## src/rtl/vacc_i8v4_i16v4_pkg.sv

```systemverilog
// Shared definitions for the lane-wise window accumulator: lane count,
// input lane width, FSM state type and the input sign-extension helper.
package vacc_pkg;

  localparam int LANES = 4;
  localparam int LW    = 8;

  typedef enum logic {
    ACC = 1'b0,
    OUT = 1'b1
  } state_t;

  // Widen an input lane to the largest legal accumulator width; callers
  // narrow the result to their own AW with a size cast.
  function automatic logic signed [31:0] sext(input logic signed [LW-1:0] x);
    return 32'(x);
  endfunction

endpackage

```

## src/rtl/vacc_i8v4_i16v4_if.sv

```systemverilog
// Stream bundle between the difference stage and the window accumulator:
// input vector handshake plus the summed-vector output handshake.
interface vacc_i8v4_i16v4_if #(
  parameter int AW = 16
);
  import vacc_pkg::*;

  logic                 in_valid;
  logic                 in_ready;
  logic signed [LW-1:0] y_0;
  logic signed [LW-1:0] y_1;
  logic signed [LW-1:0] y_2;
  logic signed [LW-1:0] y_3;
  logic                 out_valid;
  logic                 out_ready;
  logic signed [AW-1:0] acc_0;
  logic signed [AW-1:0] acc_1;
  logic signed [AW-1:0] acc_2;
  logic signed [AW-1:0] acc_3;

  modport master (
    output in_valid, y_0, y_1, y_2, y_3, out_ready,
    input  in_ready, out_valid, acc_0, acc_1, acc_2, acc_3
  );

  modport slave (
    input  in_valid, y_0, y_1, y_2, y_3, out_ready,
    output in_ready, out_valid, acc_0, acc_1, acc_2, acc_3
  );

endinterface

```

## src/rtl/vacc_i8v4_i16v4_lane.sv

```systemverilog
// One accumulator lane: loads a sign-extended sample to open a window and
// adds further samples with wrap-around arithmetic.
module vacc_lane
  import vacc_pkg::*;
#(
  parameter int AW = 16
) (
  input  logic                 clock,
  input  logic                 reset,
  input  logic                 load,
  input  logic                 add,
  input  logic signed [LW-1:0] din,
  output logic signed [AW-1:0] q
);

  logic signed [AW-1:0] ext;

  assign ext = AW'(sext(din));

  // Lane register: load wins over add; otherwise hold.
  always_ff @(posedge clock or negedge reset) begin
    if (!reset) begin
      q <= '0;
    end else if (load) begin
      q <= ext;
    end else if (add) begin
      q <= q + ext;
    end
  end

endmodule

```

## src/rtl/vacc_i8v4_i16v4.sv

```systemverilog
// Lane-wise streaming accumulator: sums LEN consecutive difference vectors
// per lane and presents the window sum on a valid/ready output. A vector
// accepted during the output handshake opens the next window, so windows
// stream back-to-back without a bubble.
module vacc_i8v4_i16v4
  import vacc_pkg::*;
#(
  parameter int LEN = 4,
  parameter int AW  = 16
) (
  input logic              clock,
  input logic              reset,
  vacc_i8v4_i16v4_if.slave bus
);

  localparam logic [7:0] LAST = 8'(LEN - 1);

  state_t               state, state_nx;
  logic [7:0]           cnt, cnt_nx;
  logic                 ready_en;
  logic                 load, add;
  logic                 accept, take;
  logic signed [LW-1:0] y [LANES];
  logic signed [AW-1:0] q [LANES];

  assign y[0] = bus.y_0;
  assign y[1] = bus.y_1;
  assign y[2] = bus.y_2;
  assign y[3] = bus.y_3;

  // ready_en keeps in_ready low until the first clock edge after reset.
  assign bus.in_ready  = ready_en & ((state == ACC) | bus.out_ready);
  assign bus.out_valid = (state == OUT);
  assign accept        = bus.in_valid & bus.in_ready;
  assign take          = bus.out_valid & bus.out_ready;

  // State, window counter and post-reset ready enable.
  always_ff @(posedge clock or negedge reset) begin
    if (!reset) begin
      state    <= ACC;
      cnt      <= '0;
      ready_en <= 1'b0;
    end else begin
      state    <= state_nx;
      cnt      <= cnt_nx;
      ready_en <= 1'b1;
    end
  end

  // Next-state, counter and lane load/add decode.
  always_comb begin
    state_nx = state;
    cnt_nx   = cnt;
    load     = 1'b0;
    add      = 1'b0;
    case (state)
      ACC: begin
        if (accept) begin
          if (cnt == '0) load = 1'b1;
          else           add  = 1'b1;
          if (cnt == LAST) begin
            state_nx = OUT;
            cnt_nx   = '0;
          end else begin
            cnt_nx = cnt + 8'd1;
          end
        end
      end
      OUT: begin
        if (take) begin
          if (accept) begin
            load = 1'b1;
            if (LEN == 1) begin
              state_nx = OUT;
              cnt_nx   = '0;
            end else begin
              state_nx = ACC;
              cnt_nx   = 8'd1;
            end
          end else begin
            state_nx = ACC;
            cnt_nx   = '0;
          end
        end
      end
      default: begin
        state_nx = ACC;
        cnt_nx   = '0;
      end
    endcase
  end

  for (genvar i = 0; i < LANES; i++) begin : g_lane
    vacc_lane #(.AW(AW)) u_lane (
      .clock (clock),
      .reset (reset),
      .load  (load),
      .add   (add),
      .din   (y[i]),
      .q     (q[i])
    );
  end

  assign bus.acc_0 = q[0];
  assign bus.acc_1 = q[1];
  assign bus.acc_2 = q[2];
  assign bus.acc_3 = q[3];

endmodule

```

## src/flat_wrapper.sv

```systemverilog
// flat-port wrapper written by rule: the top's interface ports become plain ports
module vacc_i8v4_i16v4_flat import vacc_pkg::*;
#(
  parameter int LEN = 4,
  parameter int AW  = 16
)
  (clock, reset, bus_in_valid, bus_y_0, bus_y_1, bus_y_2, bus_y_3, bus_out_ready, bus_in_ready, bus_out_valid, bus_acc_0, bus_acc_1, bus_acc_2, bus_acc_3);
  vacc_i8v4_i16v4_if #(.AW(AW)) bus_i ();
  input logic clock;
  input logic reset;
  input wire logic [$bits(bus_i.in_valid)-1:0] bus_in_valid;
  input wire logic [$bits(bus_i.y_0)-1:0] bus_y_0;
  input wire logic [$bits(bus_i.y_1)-1:0] bus_y_1;
  input wire logic [$bits(bus_i.y_2)-1:0] bus_y_2;
  input wire logic [$bits(bus_i.y_3)-1:0] bus_y_3;
  input wire logic [$bits(bus_i.out_ready)-1:0] bus_out_ready;
  output wire logic [$bits(bus_i.in_ready)-1:0] bus_in_ready;
  output wire logic [$bits(bus_i.out_valid)-1:0] bus_out_valid;
  output wire logic [$bits(bus_i.acc_0)-1:0] bus_acc_0;
  output wire logic [$bits(bus_i.acc_1)-1:0] bus_acc_1;
  output wire logic [$bits(bus_i.acc_2)-1:0] bus_acc_2;
  output wire logic [$bits(bus_i.acc_3)-1:0] bus_acc_3;
  assign bus_i.in_valid = bus_in_valid;
  assign bus_i.y_0 = bus_y_0;
  assign bus_i.y_1 = bus_y_1;
  assign bus_i.y_2 = bus_y_2;
  assign bus_i.y_3 = bus_y_3;
  assign bus_i.out_ready = bus_out_ready;
  assign bus_in_ready = bus_i.in_ready;
  assign bus_out_valid = bus_i.out_valid;
  assign bus_acc_0 = bus_i.acc_0;
  assign bus_acc_1 = bus_i.acc_1;
  assign bus_acc_2 = bus_i.acc_2;
  assign bus_acc_3 = bus_i.acc_3;
  vacc_i8v4_i16v4 #(.LEN(LEN), .AW(AW)) u_core (.clock(clock), .reset(reset), .bus(bus_i));
endmodule
```

## config.mk

```make
export PLATFORM = sky130hd
export DESIGN_NAME = vacc_i8v4_i16v4_flat
export DESIGN_NICKNAME = d
export VERILOG_FILES = /design/src/rtl/vacc_i8v4_i16v4_pkg.sv /design/src/rtl/vacc_i8v4_i16v4_if.sv /design/src/rtl/vacc_i8v4_i16v4_lane.sv /design/src/rtl/vacc_i8v4_i16v4.sv /design/src/flat_wrapper.sv
export SDC_FILE = /design/constraint.sdc
export NUM_CORES = 1
export LEC_CHECK = 0
export BUFFER_PORTS_ARGS = -buffer_cell sky130_fd_sc_hd__buf_2
export CELL_PAD_IN_SITES_DETAIL_PLACEMENT = 0
export CELL_PAD_IN_SITES_GLOBAL_PLACEMENT = 1
export CORE_ASPECT_RATIO = 0.75
export CORE_MARGIN = 2
export CORE_UTILIZATION = 25
export DETAILED_ROUTE_END_ITERATION = 16
export HOLD_SLACK_MARGIN = 0.12
export PLACE_DENSITY_LB_ADDON = 0.12
export SYNTH_ARGS = -nofsm -noshare
export SYNTH_HDL_FRONTEND = slang
export SYNTH_HIERARCHICAL = 1
export SYNTH_SLANG_ARGS = --single-unit
```

## constraint.sdc

```tcl
create_clock -name clock -period 4.77 [get_ports clock]
set_input_delay 1.431 -clock clock [delete_from_list [all_inputs] [get_ports clock]]
set_output_delay 1.431 -clock clock [all_outputs]
set_load 0.1 [all_outputs]
```

==> flow_summary.yaml, run 1 <==
routing:
  routedWlPerCell_um: 16.3
  drc: 0
  first_pass_iters: 5
  vias_per_cell: 4.92
  ant_nets: 0
  drtIter0Drc: 322
  routed_wl_um: 19600
  vias: 5919
critical_path:
  worst-path-max-fanout: 2
  endpoint_kind: "output pin"
  path_class: "in -> out"
  ff2ff_setup_slack_ps: 1750
  cp.arrival_ps: 2170
  reg2regPathDepth: 9
  worstReg2RegStart: "u_core/cnt[3]"
  r2r_end: "u_core/g_lane[1].u_lane/q[8]"
  required_ps: 3340
  start_kind: "input pin"
global_route:
  grt_use_met1_pct: 22.3
  gr-total-overflow: 0
  grt_max_degree: 59
  grt_use_total_pct: 14.9
  grt_use_met3_pct: 3.64
  grt_pass1_vias: 5788
  grtUsageMet2_pct: 21.3
  grt_pass1_wl_um: 32000
  grt-busiest-layer: "met1"
  antenna_found_initial: 0
floorplan:
  die_w_um: 190
  num_io_pins: 102
  design.die.area_um2: 27300
  fp-row-count: 51
  fp.dieH_um: 144
  core_um2: 25700
  start_util_pct: 25.3
status:
  status: "finished, final reports clean"
finish:
  fillers: 2809
  insertedDiodeCount: 0
  multi_input_area_um2: 4490
  nets: 955
  regArea_um2: 1850
  area_growth_pct: 19.2
  drive_above_1_share_pct: 19.0
sta:
  fmax_mhz: 278
  maxSlewHeadroom_pct: 40.9
  final.setup_skew_ps: 6.77
  tns_ps: 0
  fin_crit_ps: 3600
  drv_slew: 0
  finalCritPeriodShare_pct: 75.4
  worstMarginPinSlew_ps: 887
  setup_viol: 0
  finalHoldViolations: 0
  rsz0062_at_grt: "false"
cts:
  cts_setup_buffers: 0
  clk_latency_ps: 350
  cts_hold_buf: 0
  root_buffer: "clkbuf_16"
  cts.repair.resized: 0
  cts.sinks: 74
  numCtsBuffers: 9
  cts_tree: "done"
  cts_buffer_depth: 2
  path_clk_slew_ps: 60
  htreeDepth: 3
synthesis:
  synthesis.nets: 861
  synthAdderAreaFrac_pct: 13.2
  synth-xor-area-share_pct: 3.91
  synth_compound_area_share_pct: 28.0
  synth_edf_count: 0
  synth_top_family_by_area: "compound AO/OA/AOI/OAI gates"
  synthSimpleGateAreaFrac_pct: 19.3
  synthCells: 759
  synth_seq_area_share_pct: 28.5
  ys.flop_type: "dfrtp_1"
  yosys.area.top_type_share_pct: 28.5
  synthTopCellsByCount: "84 x a21oi_1, 75 x o21ai_0, 74 x dfrtp_1"
  yosysWarningCount: 6
  syn_area_per_cell_um2: 8.56
  ys_ff_latch: 74
  synth_top_cells_by_area: "dfrtp_1 29%, ha_1 12%, a21oi_1 6.5%"
  syn_area_um2: 6490
  synth_cell_types: 73
  async_flop_share_pct: 100
  synth_mux_area_share_pct: 4.32
  synth_most_common_cell: "a21oi_1"
  synth_top_area_cell: "dfrtp_1"
flow_run:
  cap_violations: 0
placement:
  gp_congestion: 0.761
  portBuffers: 101
  dp_hpwl_um: 14500
hold_path:
  hold_end: "u_core/cnt[7]"
  hp-start: "u_core/cnt[7]"
  worstHoldPathType: "reg -> reg"
  hold_depth: 1
-- worst max path at each step --
stage / to / slack (ps) / cells past startpoint / from
finish: bus_in_ready / 1170 / 4 / bus_out_ready
global placement: u_core/g_lane[2].u_lane/q[14] / 1180 / 9 / bus_y_2[0]
CTS: bus_in_ready / 1170 / 4 / bus_out_ready
global route: bus_in_ready / 1110 / 4 / bus_out_ready
detailed placement: u_core/g_lane[2].u_lane/q[14] / 1140 / 9 / bus_y_2[0]
floorplan: bus_in_ready / 1050 / 2 / bus_out_ready
-- state kept, by name (all words and copies together), names as in the netlist --
signal and cells:
u_core/ready_en 1, u_core/cnt 8, u_core/g_lane.u_lane/q 64, u_core/bus.out_valid 1
-- critical path, cell delays in order --
cell	delay, ps
buf_2	90
nand2b_1	110
and2_1	120
buf_2	420
-- cell usage in the layout, fill, tap and decap left out, types with 6 or more instances in the layout --
cell / instances
a21oi_1: 82
o21a_1: 6
or3_1: 11
nand2b_1: 8
o221ai_1: 7
buf_2: 100
inv_1: 19
a21o_1: 12
nor2_1: 51
nand3_1: 37
clkbuf_16: 9
ha_1: 62
o21bai_1: 8
xor2_1: 6
mux2i_1: 28
nor3_1: 20
nor2b_1: 12
a211oi_1: 13
o21ai_0: 75
buf_4: 6
dfrtp_1: 74
xnor2_1: 23
nand2_1: 67
-- area by class of cell --
type	instances	area share, %
inverters	20	0.970
clock inverters	5	1.29
flip-flops and latches	74	23.9
well taps	344	5.56
repair buffers	106	7.05
clock buffers	11	3.26
multi-input cells	642	58.0
-- layer usage --
| metal | wire length (µm) | vias up |
|---|---|---|
| met5 | 0 | - |
| met4 | 165 | 0 |
| met3 | 899 | 10 |
| met2 | 7820 | 87 |
| met1 | 10700 | 2776 |
| li1 | - | 3046 |
-- through the flow --
step | instances | setup WS [ps] | util [%] | hold slack [ps] | area, µm²
after floorplan | 759 | 1050 | - | 452 | 6490
after global placement | 1186 | 1180 | 28.7 | 487 | 7390
after detailed placement | 1186 | 1140 | 28.7 | 482 | 7390
after CTS | 1202 | 1170 | 30.1 | 490 | 7740
after global routing | 1202 | 1110 | 30.1 | 514 | 7740
final | 1202 | 1170 | 30.1 | 496 | 7740
-- kinds of logic (layout without fill, tap and decap cells) --
family | count (synthesis) | in the layout
flops | 74 | 74
simple gates | 248 | 248
compound gates | 270 | 270
buf+inv | 43 | 142
mux | 28 | 28
fa+ha+maj | 66 | 66
xor+xnor | 29 | 29
other cells | 1 | 1
Power of run 1 is not shown: default switching activity piles up to over one toggle a cycle in this logic, so the estimate is an artifact.
==> inputs of run 2 (changes only) <==
ABC_AREA = 1   (was default)
clock period = 3.65 ns   (was 4.77 ns; I/O delays follow)
==> run 2 against run 1 <==
- routed wire length is 6.2% higher
- die area is 2.9% higher
- critical path depth is 1 higher
- cell count is 18% higher
- clock skew is 2.1 ps lower
- global-route usage is 0.71 points higher
- register-to-register slack worse by 620 ps
- sequential share of layout area is 0.71 points lower
- first-iteration DRC count is 19% lower
- worst setup slack worse by 490 ps
- critical path type unchanged
- highest routed layer unchanged
==> flow_summary.yaml, run 2 <==
status:
  status: "finished, final reports clean"
synthesis:
  synthCells: 962
  syn_area_um2: 6680
  synth_top_area_cell: "dfrtp_1"
  yosys.area.top_type_share_pct: 27.7
  synth_seq_area_share_pct: 27.7
  synth_cell_types: 36
  synthTopCellsByCount: "278 x nand2_1, 101 x inv_1, 86 x a21oi_1"
  ys.flop_type: "dfrtp_1"
  synth_most_common_cell: "nand2_1"
  async_flop_share_pct: 100
  synth_top_cells_by_area: "dfrtp_1 28%, nand2_1 16%, ha_1 12%"
  synth_edf_count: 0
  yosysWarningCount: 6
  synthesis.nets: 1064
  syn_area_per_cell_um2: 6.95
  ys_ff_latch: 74
floorplan:
  fp-row-count: 51
  design.die.area_um2: 28100
  fp.dieH_um: 146
  start_util_pct: 25.6
  num_io_pins: 102
  die_w_um: 193
  core_um2: 26100
critical_path:
  endpoint_kind: "output pin"
  start_kind: "input pin"
  cp_cell_sequence: "buf_2, inv_1, nand2_2, and2_1, buf_2"
  worst-path-max-fanout: 4
  cp.arrival_ps: 1870
  crit_slowest_cell: "buf_2"
  cpPeakStageDelay_ps: 420
  path_class: "in -> out"
  cp.buffers_inverters: 3
  cp_top_family: "buffers and inverters"
  required_ps: 2550
  crit_top_cell: "buf_2"
hold_path:
  worstHoldPathType: "reg -> reg"
finish:
  top_register: "u_core/g_lane.u_lane/q"
  reg_top3: "u_core/g_lane.u_lane/q: 64 flops, u_core/cnt: 8 flops"
  nets: 1173
  final_common_cell: "nand2_1"
  area_growth_pct: 19.4
  largest_reg_flops: 64
  insertedDiodeCount: 0
  final_cell_mix: "278 x nand2_1, 101 x inv_1, 100 x buf_2"
  fillers: 2898
  drive_above_1_share_pct: 21.4
routing:
  vias_per_cell: 4.46
  vias: 6338
  routedWlPerCell_um: 14.7
  first_pass_iters: 4
  drc: 0
  drtIter0Drc: 261
  ant_nets: 0
  routed_wl_um: 20800
cts:
  cts.repair.resized: 0
  numCtsBuffers: 9
  cts_buffer_depth: 2
  cts.sinks: 74
  cts_setup_buffers: 0
  clk_latency_ps: 350
  htreeDepth: 3
  cts_tree: "done"
  root_buffer: "clkbuf_16"
  cts_hold_buf: 0
  path_clk_slew_ps: 60
sta:
  final.setup_skew_ps: 4.63
  rsz0062_at_grt: "false"
  timing.hold.ws_ps: 524
  fmax_mhz: 337
  setup_viol: 0
  drv_slew: 0
  fin_crit_ps: 2970
  tns_ps: 0
  finalHoldViolations: 0
  finalCritPeriodShare_pct: 81.4
  maxSlewHeadroom_pct: 44.1
  worstMarginPinSlew_ps: 837
placement:
  portBuffers: 101
  gp_congestion: 0.766
  dp_hpwl_um: 16200
global_route:
  antenna_found_initial: 0
  grt_max_degree: 75
  grt_pass1_vias: 6215
  grt_use_total_pct: 15.6
  grt_pass1_wl_um: 34300
  gr-total-overflow: 0
flow_run:
  cap_violations: 0
==> run 2: changes by cell type after synthesis, moves of 15 or more <==
cell / previous run / this run
nand2_1: 67 / 278
nand2_2: 0 / 34
nor2_1: 51 / 68
a21oi_2: 3 / 19
nor3_1: 20 / 1
o21ai_1: 3 / 19
nand3_2: 0 / 16
a22oi_1: 3 / 18
mux2i_1: 28 / 0
o21ai_0: 75 / 27
inv_1: 19 / 101
nand3_1: 37 / 60
==> run 2: tightest hold or removal path, stage by stage (launching register included) <==
cell and delay [ps]:
dfrtp_1 360, a21oi_1 70, nand2_1 60
==> run 2: path summary, 6_finish.rpt <==
path                                               startpoint                             to  slack (ps)  depth (start not counted)
worst max register to register                  u_core/cnt[0]   u_core/g_lane[1].u_lane/q[4]        1130                         12
min in group asynchronous                               reset   u_core/g_lane[2].u_lane/q[5]         780                          2
worst max-delay path                            bus_out_ready                   bus_in_ready         680                          5
max in group asynchronous                               reset                  u_core/cnt[3]        2520                          2
worst min-delay path            u_core/g_lane[1].u_lane/q[13]  u_core/g_lane[1].u_lane/q[13]         520                          2
worst min register to register  u_core/g_lane[1].u_lane/q[13]  u_core/g_lane[1].u_lane/q[13]         520                          2
==> run 2: final cells by class <==
class	instances	area, µm²	area share [%]
multi-input cells	765	4370	54.8
flip-flops and latches	74	1850	23.2
repair buffers	107	578	7.24
well taps	344	430	5.39
inverters	114	428	5.36
clock buffers	11	243	3.04
clock inverters	5	77.6	0.972
==> run 2: metrics by stage <==
stage,utilization [%],setup WS (ps),area (µm²),instances
6_report,30.6,681,7980,1420
4_1_cts,30.6,689,7980,1420
2_1_floorplan,-,574,6680,962
3_5_place_dp,29.3,523,7660,1404
3_3_place_gp,29.3,563,7660,1404
5_1_grt,30.6,565,7980,1420
==> run 2: kinds of logic after synthesis <==
| kind of cell | count (synthesis) | share of synthesized area [%] |
|---|---|---|
| and+or+nand+nor | 499 | 34.1 |
| DFF | 74 | 27.7 |
| AOI/OAI and AO/OA | 183 | 16.1 |
| adders and majority gates | 66 | 12.8 |
| xor gates and xnor gates | 16 | 2.10 |
| buffers and inverters | 123 | 7.08 |
| other | 1 | 0.0561 |
==> run 2: metal layers <==
layer | track usage, % | wire, µm | vias to the layer above
met1 | 24.3 | 11600 | 2848
li1 | - | - | 3397
met3 | 3.11 | 808 | 9
met4 | 3.09 | 175 | 0
met2 | 21.7 | 8230 | 84
met5 | 0 | 0 | -
Power of run 2 is left out for the same reason.
